$ cat src/rtl/matmul_pkg.sv
// Shared types and helpers for the matmul engine: FSM state encoding,
// accumulator sizing and the incremental address-pointer step.
package matmul_pkg;

  typedef enum logic [2:0] {
    IDLE = 3'd0,
    RD_A = 3'd1,
    RD_B = 3'd2,
    MAC  = 3'd3,
    WR_C = 3'd4,
    DONE = 3'd5
  } state_t;

  localparam int PTR_W = 32;

  // Wide enough for a full dot product of 2^dim_w-1 maximal products.
  function automatic int acc_width(input int data_w, input int dim_w);
    return 2 * data_w + dim_w;
  endfunction

  function automatic logic [PTR_W-1:0] ptr_step(input logic [PTR_W-1:0] ptr,
                                                 input logic [PTR_W-1:0] inc);
    return ptr + inc;
  endfunction

endpackage

$ cat src/rtl/matmul_if.sv
// Word-memory bus shared by the engine (master) and the memory (slave).
// A transfer completes in any cycle where mem_req and mem_ack are both high;
// addr/we/wdata hold while mem_req is high without ack; rdata is valid in the ack cycle.
interface matmul_if #(
  parameter int ADDR_W = 16,
  parameter int DATA_W = 8,
  parameter int OUT_W  = 16
);
  logic              mem_req;
  logic              mem_we;
  logic [ADDR_W-1:0] mem_addr;
  logic [OUT_W-1:0]  mem_wdata;
  logic [DATA_W-1:0] mem_rdata;
  logic              mem_ack;

  modport master (
    output mem_req, mem_we, mem_addr, mem_wdata,
    input  mem_rdata, mem_ack
  );

  modport slave (
    input  mem_req, mem_we, mem_addr, mem_wdata,
    output mem_rdata, mem_ack
  );
endinterface

$ cat src/rtl/matmul_mac.sv
// Operand registers, multiplier and accumulator, plus the OUT_W
// clamp/truncate of the accumulated dot product with overflow detect.
module matmul_mac
  import matmul_pkg::*;
#(
  parameter int DATA_W   = 8,
  parameter int OUT_W    = 16,
  parameter int DIM_W    = 8,
  parameter int SATURATE = 1
) (
  input  logic              clk,
  input  logic              rst,
  input  logic              clear_i,
  input  logic              load_a_i,
  input  logic              load_b_i,
  input  logic              mac_i,
  input  logic [DATA_W-1:0] rdata_i,
  output logic [OUT_W-1:0]  result_o,
  output logic              ovf_o
);
  localparam int ACC_W = acc_width(DATA_W, DIM_W);

  logic [DATA_W-1:0]   a_q, a_d, b_q, b_d;
  logic [ACC_W-1:0]    acc_q, acc_d;
  logic [2*DATA_W-1:0] prod;

  assign prod = a_q * b_q;

  always_comb begin
    a_d   = a_q;
    b_d   = b_q;
    acc_d = acc_q;
    if (load_a_i) a_d = rdata_i;
    if (load_b_i) b_d = rdata_i;
    if (clear_i)    acc_d = '0;
    else if (mac_i) acc_d = acc_q + ACC_W'(prod);
  end

  always_ff @(posedge clk or posedge rst) begin
    if (rst) begin
      a_q   <= '0;
      b_q   <= '0;
      acc_q <= '0;
    end else begin
      a_q   <= a_d;
      b_q   <= b_d;
      acc_q <= acc_d;
    end
  end

  // Any bit above OUT_W means the value does not fit the stored C element.
  assign ovf_o = (acc_q >> OUT_W) != '0;

  generate
    if (SATURATE != 0) begin : g_sat
      assign result_o = ovf_o ? '1 : OUT_W'(acc_q);
    end else begin : g_wrap
      assign result_o = OUT_W'(acc_q);
    end
  endgenerate

endmodule

$ cat src/rtl/matmul_core.sv
// Self-sequencing C = A x B engine: FSM, loop counters and incremental
// address pointers driving a shared word memory over matmul_if.
module matmul_core
  import matmul_pkg::*;
#(
  parameter int DATA_W   = 8,
  parameter int OUT_W    = 16,
  parameter int ADDR_W   = 16,
  parameter int DIM_W    = 8,
  parameter int SATURATE = 1
) (
  input  logic              clk,
  input  logic              rst,
  input  logic              start,
  input  logic [DIM_W-1:0]  dim_m,
  input  logic [DIM_W-1:0]  dim_k,
  input  logic [DIM_W-1:0]  dim_n,
  input  logic [ADDR_W-1:0] base_a,
  input  logic [ADDR_W-1:0] base_b,
  input  logic [ADDR_W-1:0] base_c,
  output logic              busy,
  output logic              done,
  output logic              overflow,
  output state_t            dbg_state_o,
  matmul_if.master          mem
);

  state_t            state_q, state_d;
  logic [DIM_W-1:0]  dm_q, dm_d, dk_q, dk_d, dn_q, dn_d;
  logic [DIM_W-1:0]  i_q, i_d, j_q, j_d, k_q, k_d;
  logic [ADDR_W-1:0] a_row_q, a_row_d, a_ptr_q, a_ptr_d;
  logic [ADDR_W-1:0] b_col_q, b_col_d, b_ptr_q, b_ptr_d;
  logic [ADDR_W-1:0] c_ptr_q, c_ptr_d, base_b_q, base_b_d;
  logic              ovf_q, ovf_d;

  logic              mac_clear, mac_load_a, mac_load_b, mac_en, mac_ovf;
  logic [OUT_W-1:0]  mac_result;
  logic [ADDR_W-1:0] stride_k, stride_n, a_row_next, b_col_next;

  function automatic logic [ADDR_W-1:0] step(input logic [ADDR_W-1:0] p,
                                             input logic [ADDR_W-1:0] inc);
    return ADDR_W'(ptr_step(PTR_W'(p), PTR_W'(inc)));
  endfunction

  assign stride_k   = ADDR_W'(dk_q);
  assign stride_n   = ADDR_W'(dn_q);
  assign a_row_next = step(a_row_q, stride_k);
  assign b_col_next = step(b_col_q, ADDR_W'(1));

  matmul_mac #(
    .DATA_W  (DATA_W),
    .OUT_W   (OUT_W),
    .DIM_W   (DIM_W),
    .SATURATE(SATURATE)
  ) u_mac (
    .clk     (clk),
    .rst     (rst),
    .clear_i (mac_clear),
    .load_a_i(mac_load_a),
    .load_b_i(mac_load_b),
    .mac_i   (mac_en),
    .rdata_i (mem.mem_rdata),
    .result_o(mac_result),
    .ovf_o   (mac_ovf)
  );

  always_comb begin
    state_d  = state_q;
    dm_d     = dm_q;
    dk_d     = dk_q;
    dn_d     = dn_q;
    i_d      = i_q;
    j_d      = j_q;
    k_d      = k_q;
    a_row_d  = a_row_q;
    a_ptr_d  = a_ptr_q;
    b_col_d  = b_col_q;
    b_ptr_d  = b_ptr_q;
    c_ptr_d  = c_ptr_q;
    base_b_d = base_b_q;
    ovf_d    = ovf_q;
    mac_clear  = 1'b0;
    mac_load_a = 1'b0;
    mac_load_b = 1'b0;
    mac_en     = 1'b0;
    mem.mem_req   = 1'b0;
    mem.mem_we    = 1'b0;
    mem.mem_addr  = '0;
    mem.mem_wdata = '0;

    case (state_q)
      IDLE: begin
        if (start) begin
          dm_d     = dim_m;
          dk_d     = dim_k;
          dn_d     = dim_n;
          base_b_d = base_b;
          ovf_d    = 1'b0;
          i_d      = '0;
          j_d      = '0;
          k_d      = '0;
          a_row_d  = base_a;
          a_ptr_d  = base_a;
          b_col_d  = base_b;
          b_ptr_d  = base_b;
          c_ptr_d  = base_c;
          mac_clear = 1'b1;
          if (dim_m == '0 || dim_k == '0 || dim_n == '0) state_d = DONE;
          else                                           state_d = RD_A;
        end
      end
      RD_A: begin
        mem.mem_req  = 1'b1;
        mem.mem_addr = a_ptr_q;
        if (mem.mem_ack) begin
          mac_load_a = 1'b1;
          a_ptr_d    = step(a_ptr_q, ADDR_W'(1));
          state_d    = RD_B;
        end
      end
      RD_B: begin
        mem.mem_req  = 1'b1;
        mem.mem_addr = b_ptr_q;
        if (mem.mem_ack) begin
          mac_load_b = 1'b1;
          b_ptr_d    = step(b_ptr_q, stride_n);
          state_d    = MAC;
        end
      end
      MAC: begin
        mac_en = 1'b1;
        if (k_q == dk_q - DIM_W'(1)) begin
          state_d = WR_C;
        end else begin
          k_d     = k_q + DIM_W'(1);
          state_d = RD_A;
        end
      end
      WR_C: begin
        mem.mem_req   = 1'b1;
        mem.mem_we    = 1'b1;
        mem.mem_addr  = c_ptr_q;
        mem.mem_wdata = mac_result;
        if (mac_ovf) ovf_d = 1'b1;
        if (mem.mem_ack) begin
          mac_clear = 1'b1;
          k_d       = '0;
          c_ptr_d   = step(c_ptr_q, ADDR_W'(1));
          // End of a C row: next A row, B pointers back to column 0.
          if (j_q == dn_q - DIM_W'(1)) begin
            j_d     = '0;
            i_d     = i_q + DIM_W'(1);
            a_row_d = a_row_next;
            a_ptr_d = a_row_next;
            b_col_d = base_b_q;
            b_ptr_d = base_b_q;
            state_d = (i_q == dm_q - DIM_W'(1)) ? DONE : RD_A;
          end else begin
            j_d     = j_q + DIM_W'(1);
            a_ptr_d = a_row_q;
            b_col_d = b_col_next;
            b_ptr_d = b_col_next;
            state_d = RD_A;
          end
        end
      end
      DONE:    state_d = IDLE;
      default: state_d = IDLE;
    endcase
  end

  always_ff @(posedge clk or posedge rst) begin
    if (rst) begin
      state_q  <= IDLE;
      dm_q     <= '0;
      dk_q     <= '0;
      dn_q     <= '0;
      i_q      <= '0;
      j_q      <= '0;
      k_q      <= '0;
      a_row_q  <= '0;
      a_ptr_q  <= '0;
      b_col_q  <= '0;
      b_ptr_q  <= '0;
      c_ptr_q  <= '0;
      base_b_q <= '0;
      ovf_q    <= 1'b0;
    end else begin
      state_q  <= state_d;
      dm_q     <= dm_d;
      dk_q     <= dk_d;
      dn_q     <= dn_d;
      i_q      <= i_d;
      j_q      <= j_d;
      k_q      <= k_d;
      a_row_q  <= a_row_d;
      a_ptr_q  <= a_ptr_d;
      b_col_q  <= b_col_d;
      b_ptr_q  <= b_ptr_d;
      c_ptr_q  <= c_ptr_d;
      base_b_q <= base_b_d;
      ovf_q    <= ovf_d;
    end
  end

  assign busy        = (state_q != IDLE);
  assign done        = (state_q == DONE);
  assign overflow    = ovf_q;
  assign dbg_state_o = state_q;

endmodule
$ cat src/flat_wrapper.sv
// flat-port wrapper written by rule: the top's interface ports become plain ports
module matmul_core_flat import matmul_pkg::*;
#(
  parameter int DATA_W   = 8,
  parameter int OUT_W    = 16,
  parameter int ADDR_W   = 16,
  parameter int DIM_W    = 8,
  parameter int SATURATE = 1
)
  (clk, rst, start, dim_m, dim_k, dim_n, base_a, base_b, base_c, busy, done, overflow, dbg_state_o, mem_mem_req, mem_mem_we, mem_mem_addr, mem_mem_wdata, mem_mem_rdata, mem_mem_ack);
  matmul_if #(.ADDR_W(ADDR_W), .DATA_W(DATA_W), .OUT_W(OUT_W)) mem_i ();
  input  logic clk;
  input  logic rst;
  input  logic start;
  input  logic [DIM_W-1:0] dim_m;
  input  logic [DIM_W-1:0] dim_k;
  input  logic [DIM_W-1:0] dim_n;
  input  logic [ADDR_W-1:0] base_a;
  input  logic [ADDR_W-1:0] base_b;
  input  logic [ADDR_W-1:0] base_c;
  output logic busy;
  output logic done;
  output logic overflow;
  output state_t dbg_state_o;
  output wire logic [$bits(mem_i.mem_req)-1:0] mem_mem_req;
  output wire logic [$bits(mem_i.mem_we)-1:0] mem_mem_we;
  output wire logic [$bits(mem_i.mem_addr)-1:0] mem_mem_addr;
  output wire logic [$bits(mem_i.mem_wdata)-1:0] mem_mem_wdata;
  input wire logic [$bits(mem_i.mem_rdata)-1:0] mem_mem_rdata;
  input wire logic [$bits(mem_i.mem_ack)-1:0] mem_mem_ack;
  assign mem_mem_req = mem_i.mem_req;
  assign mem_mem_we = mem_i.mem_we;
  assign mem_mem_addr = mem_i.mem_addr;
  assign mem_mem_wdata = mem_i.mem_wdata;
  assign mem_i.mem_rdata = mem_mem_rdata;
  assign mem_i.mem_ack = mem_mem_ack;
  matmul_core #(.DATA_W(DATA_W), .OUT_W(OUT_W), .ADDR_W(ADDR_W), .DIM_W(DIM_W), .SATURATE(SATURATE)) u_core (.clk(clk), .rst(rst), .start(start), .dim_m(dim_m), .dim_k(dim_k), .dim_n(dim_n), .base_a(base_a), .base_b(base_b), .base_c(base_c), .busy(busy), .done(done), .overflow(overflow), .dbg_state_o(dbg_state_o), .mem(mem_i));
endmodule
$ cat config.mk
export PLATFORM = sky130hd
export DESIGN_NAME = matmul_core_flat
export DESIGN_NICKNAME = d
export VERILOG_FILES = /design/src/rtl/matmul_pkg.sv /design/src/rtl/matmul_if.sv /design/src/rtl/matmul_mac.sv /design/src/rtl/matmul_core.sv /design/src/flat_wrapper.sv
export SDC_FILE = /design/constraint.sdc
export NUM_CORES = 1
export LEC_CHECK = 0
export BUFFER_PORTS_ARGS = -buffer_cell sky130_fd_sc_hd__clkbuf_2
export CAP_MARGIN = 20
export CORE_AREA = 4 4 206 208
export CTS_CLUSTER_DIAMETER = 200
export CTS_CLUSTER_SIZE = 40
export DETAILED_ROUTE_END_ITERATION = 16
export DIE_AREA = 0 0 210 212
export PLACE_DENSITY = 0.54
export RECOVER_POWER = 25
export SLEW_MARGIN = 20
export SYNTH_ARGS = -nofsm -noshare
export SYNTH_HDL_FRONTEND = slang
export SYNTH_SLANG_ARGS = --single-unit
$ cat constraint.sdc
create_clock -name clk -period 7.85 [get_ports clk]
set_clock_uncertainty 0.1 [all_clocks]
set_input_delay 1.57 -clock clk [delete_from_list [all_inputs] [get_ports clk]]
set_output_delay 1.57 -clock clk [all_outputs]
set_load 0.005 [all_outputs]
# After elaboration in Yosys (flattened, before gate mapping)
# Index checks and enable logic that the tools add are counted.
# op_classes
multipliers	1
eq_ne	15
n_mux	50
n_addsub	12
reduce_logical	22
# op_table
op	count
16-bit 2-to-1 mux	12
16-bit one-hot mux with 3 select lines	3
16-bit one-hot mux with 2 select lines	3
8-bit 2-to-1 mux	7
16-bit by 1-bit adder with 16-bit output (second input constant)	3
24-bit 2-to-1 mux	2
16-bit by 8-bit adder with 16-bit output	2
8-bit one-hot mux with 2 select lines	2
24-bit by 16-bit adder with 24-bit output	1
8-bit by 1-bit adder with 8-bit output (second input constant)	3
8-bit equality test	3
8-bit zero test	3
3-bit 2-to-1 mux	8
8-bit one-hot mux with 3 select lines	1
24-bit nonzero test	1
8-bit by 1-bit subtractor with 8-bit output (second input constant)	3
4-bit AND reduction	5
8-bit by 8-bit multiplier with 16-bit output	1
3-bit one-hot mux with 5 select lines	1
2-bit != test (second input constant)	6
3-bit nonzero test	4
1-bit 2-to-1 mux	9
3-bit by 2-bit equality test with 1-bit output (second input constant)	2
3-bit equality test (second input constant)	2
other kinds (9)	13
# totals
register_bits	188
in_bits	84
output_inout_bits	40

# Logic depth before layout (Yosys ltp)
# logic_depth
word_depth	6
mapped_depth	18
depth_no_buf	17

# Modules after synthesis
# A second synthesis with hierarchy kept.
# hier_totals
hier_cells	1738
area_unflattened_um2	14490.1
# by_module_without_submodules
module	instances	cells_each	area_each_um2
matmul_core	1	1251	9984.6
matmul_mac	1	487	4505.6

# Least setup slack after synthesis
# OpenSTA, ideal clock, no wires.
# synth_timing
path_kind	register to register
start	reg u_core.u_mac.a_q[5]
end	reg u_core.u_mac.acc_q[23]
stages_incl_launch_ff	18
t_required_ns	7.631
arrival_time_ns	4.735
setup_slack_ns	2.897
setup_ns	0.119
path_cell_list	dfrtp_1 > clkbuf_1 > nand2_1 > fa_1 > inv_1 > fa_1 > fa_1 > inv_1 > fa_1 > inv_1 > ha_1 > o21a_1 > o21a_1 > o211a_1 > a221oi_1 > o311ai_0 > and3_1 > o21a_1
# synth_between
elab_chain_len	4
# synth_lines
element	line_no	rtl
start, declared	matmul_mac.sv:23	logic [DATA_W-1:0] a_q, a_d, b_q, b_d;
start signal, assigned	matmul_mac.sv:41	a_q <= '0;
start signal, assigned	matmul_mac.sv:45	a_q <= a_d;
8-bit by 8-bit multiplier with 16-bit output	matmul_mac.sv:27	assign prod = a_q * b_q;
24-bit by 16-bit adder with 24-bit output	matmul_mac.sv:36	else if (mac_i) acc_d = acc_q + ACC_W'(prod);
24-bit 2-to-1 mux	matmul_mac.sv:36	
24-bit 2-to-1 mux	matmul_mac.sv:35	if (clear_i) acc_d = '0;
end signal, assigned	matmul_mac.sv:43	acc_q <= '0;
end signal, assigned	matmul_mac.sv:47	acc_q <= acc_d;
end, declared	matmul_mac.sv:24	logic [ACC_W-1:0] acc_q, acc_d;
# Every way passes these cells. The select of a mux whose other input is x is not followed.
# A chain may end at the register's enable or synchronous reset.

# Final worst setup path
# layout_timing
start	reg u_core.u_mac.a_q[4]
end	reg u_core.u_mac.acc_q[23]
# The elaborated chain is that of the path after synthesis.

==> run summary <==
Status = completed
Yosys top cell by area = dfrtp_1
Post-synthesis sequential area ratio = 0.3340
Crit path launch = u_core.u_mac.a_q[4]
Top cell by count, worst path = fa_1
Critical-path top delay cell = a221oi_1
Post-Syn Nets = 1874
Remaining Overflow, GRT = 0
TritonCTS clock tree = done
Critical Path Fanout Max = 9
Crit path time final = 5.497 ns
Worst Hold Depth = 2
Worst slew pin tran = 0.9748 ns
Hold Crit Class = reg2reg
Number of global-route vias before repair = 12219
Flop2flop setup slack = 2.35 ns
Largest net degree at the start of global routing = 133
# hold bufs at CTS = 0
Mapped Area = 0.01409 sq mm
Slew headroom = 0.3433
DR vias = 12428
Setup TNS = 0 ns
Port buffer count = 123
Worst reg-to-reg path cell count = 16
CP max stage delay = 0.64 ns
CP bufs+invs = 3
CP arrival = 5.75 ns
Endpoints failing setup = 0
Drt wl/cell = 18.83 um
Aggregate routed wire length = 43060 um
CTS sink cnt = 188
RR Endpoint = u_core.u_mac.acc_q[23]
Post-synth EDFFs = 0
Top post-synthesis cells by area = dfrtp_1, fa_1, nand2_1
Post-route ant nets = 0
MaxCap Viol Count = 0
First-pass GRT wire length = 68730 um
Critical path, cell by cell = nand2_1 -> fa_1 -> inv_1 -> fa_1 -> fa_1 -> inv_1 -> fa_1 -> inv_1 -> ha_1 -> o21a_1 -> o21a_1 -> o211a_1 -> a221oi_1 -> o311ai_0 -> and3_1 -> o21a_1
Crit-path leading delay family = adder cells
RSZ-0062 raised after global routing = no
Share of cells above drive strength 1 = 0.1237
Final period utilization = 0.7002
CTS Buffer Depth = 2
Layout Nets = 1943
Required time of the critical path = 8.10 ns
CTS Buf Count = 17
Die width = 210 um
Syn Area/Cell = 8.425 sq um
Max Clk Rate = 0.1819 GHz
Chip height = 212 um
Full die area = 0.04452 sq mm
Later-pin clock latency in the skew report = 0.46 ns
Num ports = 124
Synth warn = 0
Root Buffer = clkbuf_16
DR vias/cell = 5.437
Reg2reg start = u_core.u_mac.a_q[4]
Synth cell types = 74
Setup Fix Bufs, Post-CTS = 0
FP Rows = 74
Hold Path Sink = u_core.base_b_q[9]
Initial Utilization = 0.3473
Critical Path Start Type = flop
FF+latch count, synth = 188
Ys flop type = dfrtp_1
RD Place Congestion = 0.8570
DP HPWL = 31320 um
Crit Path Class = reg2reg
Synthesis-to-layout area growth = 12.19%
Hold Vio Cnt, Final = 0
Mapped Cells = 1672
Resized Gates After CTS = 0
Worst-path clk slew = 0.07 ns
Core ar. = 0.04055 sq mm
Detailed Route Iter0 Violations = 916
Slew Limit Fails = 0
Post-synth ARST share = 1.000
Yosys top cell area share = 0.3340
First-pass DRT Iterations = 5
Fillers = 4181
Antenna diodes = 0
Gr usage total = 0.1939
Setup crit end kind = flop
Hold path startpoint = u_core.base_b_q[9]
H-tree depth = 4
Initial antenna violation count = 3
Number of remaining DRC errors = 0
layout make-up:
type	count	area, sq um	area share
clock buffer	20	456.7	0.02890
clock inverter	12	138.9	0.008789
inverter	131	499.2	0.03159
multi-input combinational	1261	8581	0.5430
sequential	188	4705	0.2977
tap	532	665.6	0.04212
timing repair buffer	142	757.0	0.04790
layout by cell type, fill, tap and decap left out, drive strengths merged, types with 22 or more instances in the layout:
master | netlist | final
fa | 52 | 52
and2 | 46 | 46
xor2 | 40 | 40
inv | 130 | 132
ha | 66 | 66
a31oi | 23 | 23
xnor2 | 37 | 37
a21oi | 88 | 88
o21ai | 130 | 130
nand2 | 272 | 272
o21a | 22 | 22
nand3 | 63 | 63
nor2 | 88 | 88
dfrtp | 188 | 188
clkbuf | 77 | 143
registers in the layout, summed over array words and instances, names as in the netlist:
signal,flops
u_core.a_row_q,16
u_core.b_ptr_q,16
u_core.k_q,8
u_core.dbg_state_o,3
u_core.u_mac.acc_q,24
u_core.u_mac.b_q,8
u_core.a_ptr_q,16
u_core.dm_q,8
u_core.j_q,8
u_core.overflow,1
u_core.base_b_q,16
u_core.i_q,8
u_core.dk_q,8
u_core.c_ptr_q,16
u_core.dn_q,8
u_core.b_col_q,16
u_core.u_mac.a_q,8
worst max-delay path by stage:
stage                             end  cells after the start
6_report       u_core.u_mac.acc_q[23]                     16
5_1_grt        u_core.u_mac.acc_q[22]                     16
4_1_cts        u_core.u_mac.acc_q[23]                     15
3_5_place_dp   u_core.u_mac.acc_q[23]                     15
3_3_place_gp   u_core.u_mac.acc_q[23]                     15
2_1_floorplan       u_core.a_ptr_q[0]                      1
worst reg2reg max path: cells and delay by family (launching register included):
family,cells,cell delay [ns]
fa+ha+maj,5,2.40
simple gates,2,0.42
flops,1,0.52
compound gates,6,1.80
buf+inv,3,0.15
stage by stage:
stage	std cells	worst slack (ns)	utilization	cell area [sq um]	hold WS (ns)
final	2286	2.353	0.3897	15800	0.3780
after global placement	2254	2.560	0.3750	15210	0.3586
after detailed placement	2254	2.390	0.3750	15210	0.3672
after floorplan	1672	1.066	-	14090	0.3417
after global routing	2286	1.969	0.3897	15800	0.4063
after CTS	2286	2.380	0.3896	15800	0.3811
logic make-up after synthesis:
logic type,Yosys count,synth area share
DFF,188,0.3340
adders and majority gates,118,0.1325
and+or+nand+nor,576,0.1883
muxes,40,0.03011
xor gates and xnor gates,77,0.04788
buffers and inverters,223,0.05987
AOI/OAI and AO/OA,450,0.2073
cells in the mapped netlist (5+ instances only):
library cell  number
a22o_1             7
o211ai_1          18
buf_2              5
inv_1            129
or3_1              7
fa_1              52
a211oi_1          10
nand2b_1           5
and2_1            46
o22ai_1           17
o22a_1            12
o21a_1            22
mux2i_1           21
nand4_1           16
xnor2_1           37
a21o_1            18
xor2_1            40
nor2b_1            5
dfrtp_1          188
o21ai_0          129
a221oi_1           8
a22oi_1           21
nor4_1            17
o21bai_1           7
and3_1            15
nand3_1           63
ha_1              66
nor2_1            88
a31oi_1           23
buf_1             10
a2bb2oi_1          7
nand2_1          271
o31ai_1           14
o221ai_1           5
nor3_1            17
mux2_2            19
o31a_1             5
a21oi_1           88
clkbuf_1          77
metal layers:
layer | vias to the layer above | GRT usage | part of all wire
li1 | 5983 | - | -
met1 | 6094 | 0.2763 | 0.47
met2 | 296 | 0.3058 | 0.45
met3 | 49 | 0.03217 | 0.057
met4 | 6 | 0.05716 | 0.020
met5 | - | 0 | 0.00065
Power is left out: the tool's default activity adds up to more than one toggle a clock period on the data nets, which glitch-free logic cannot reach.
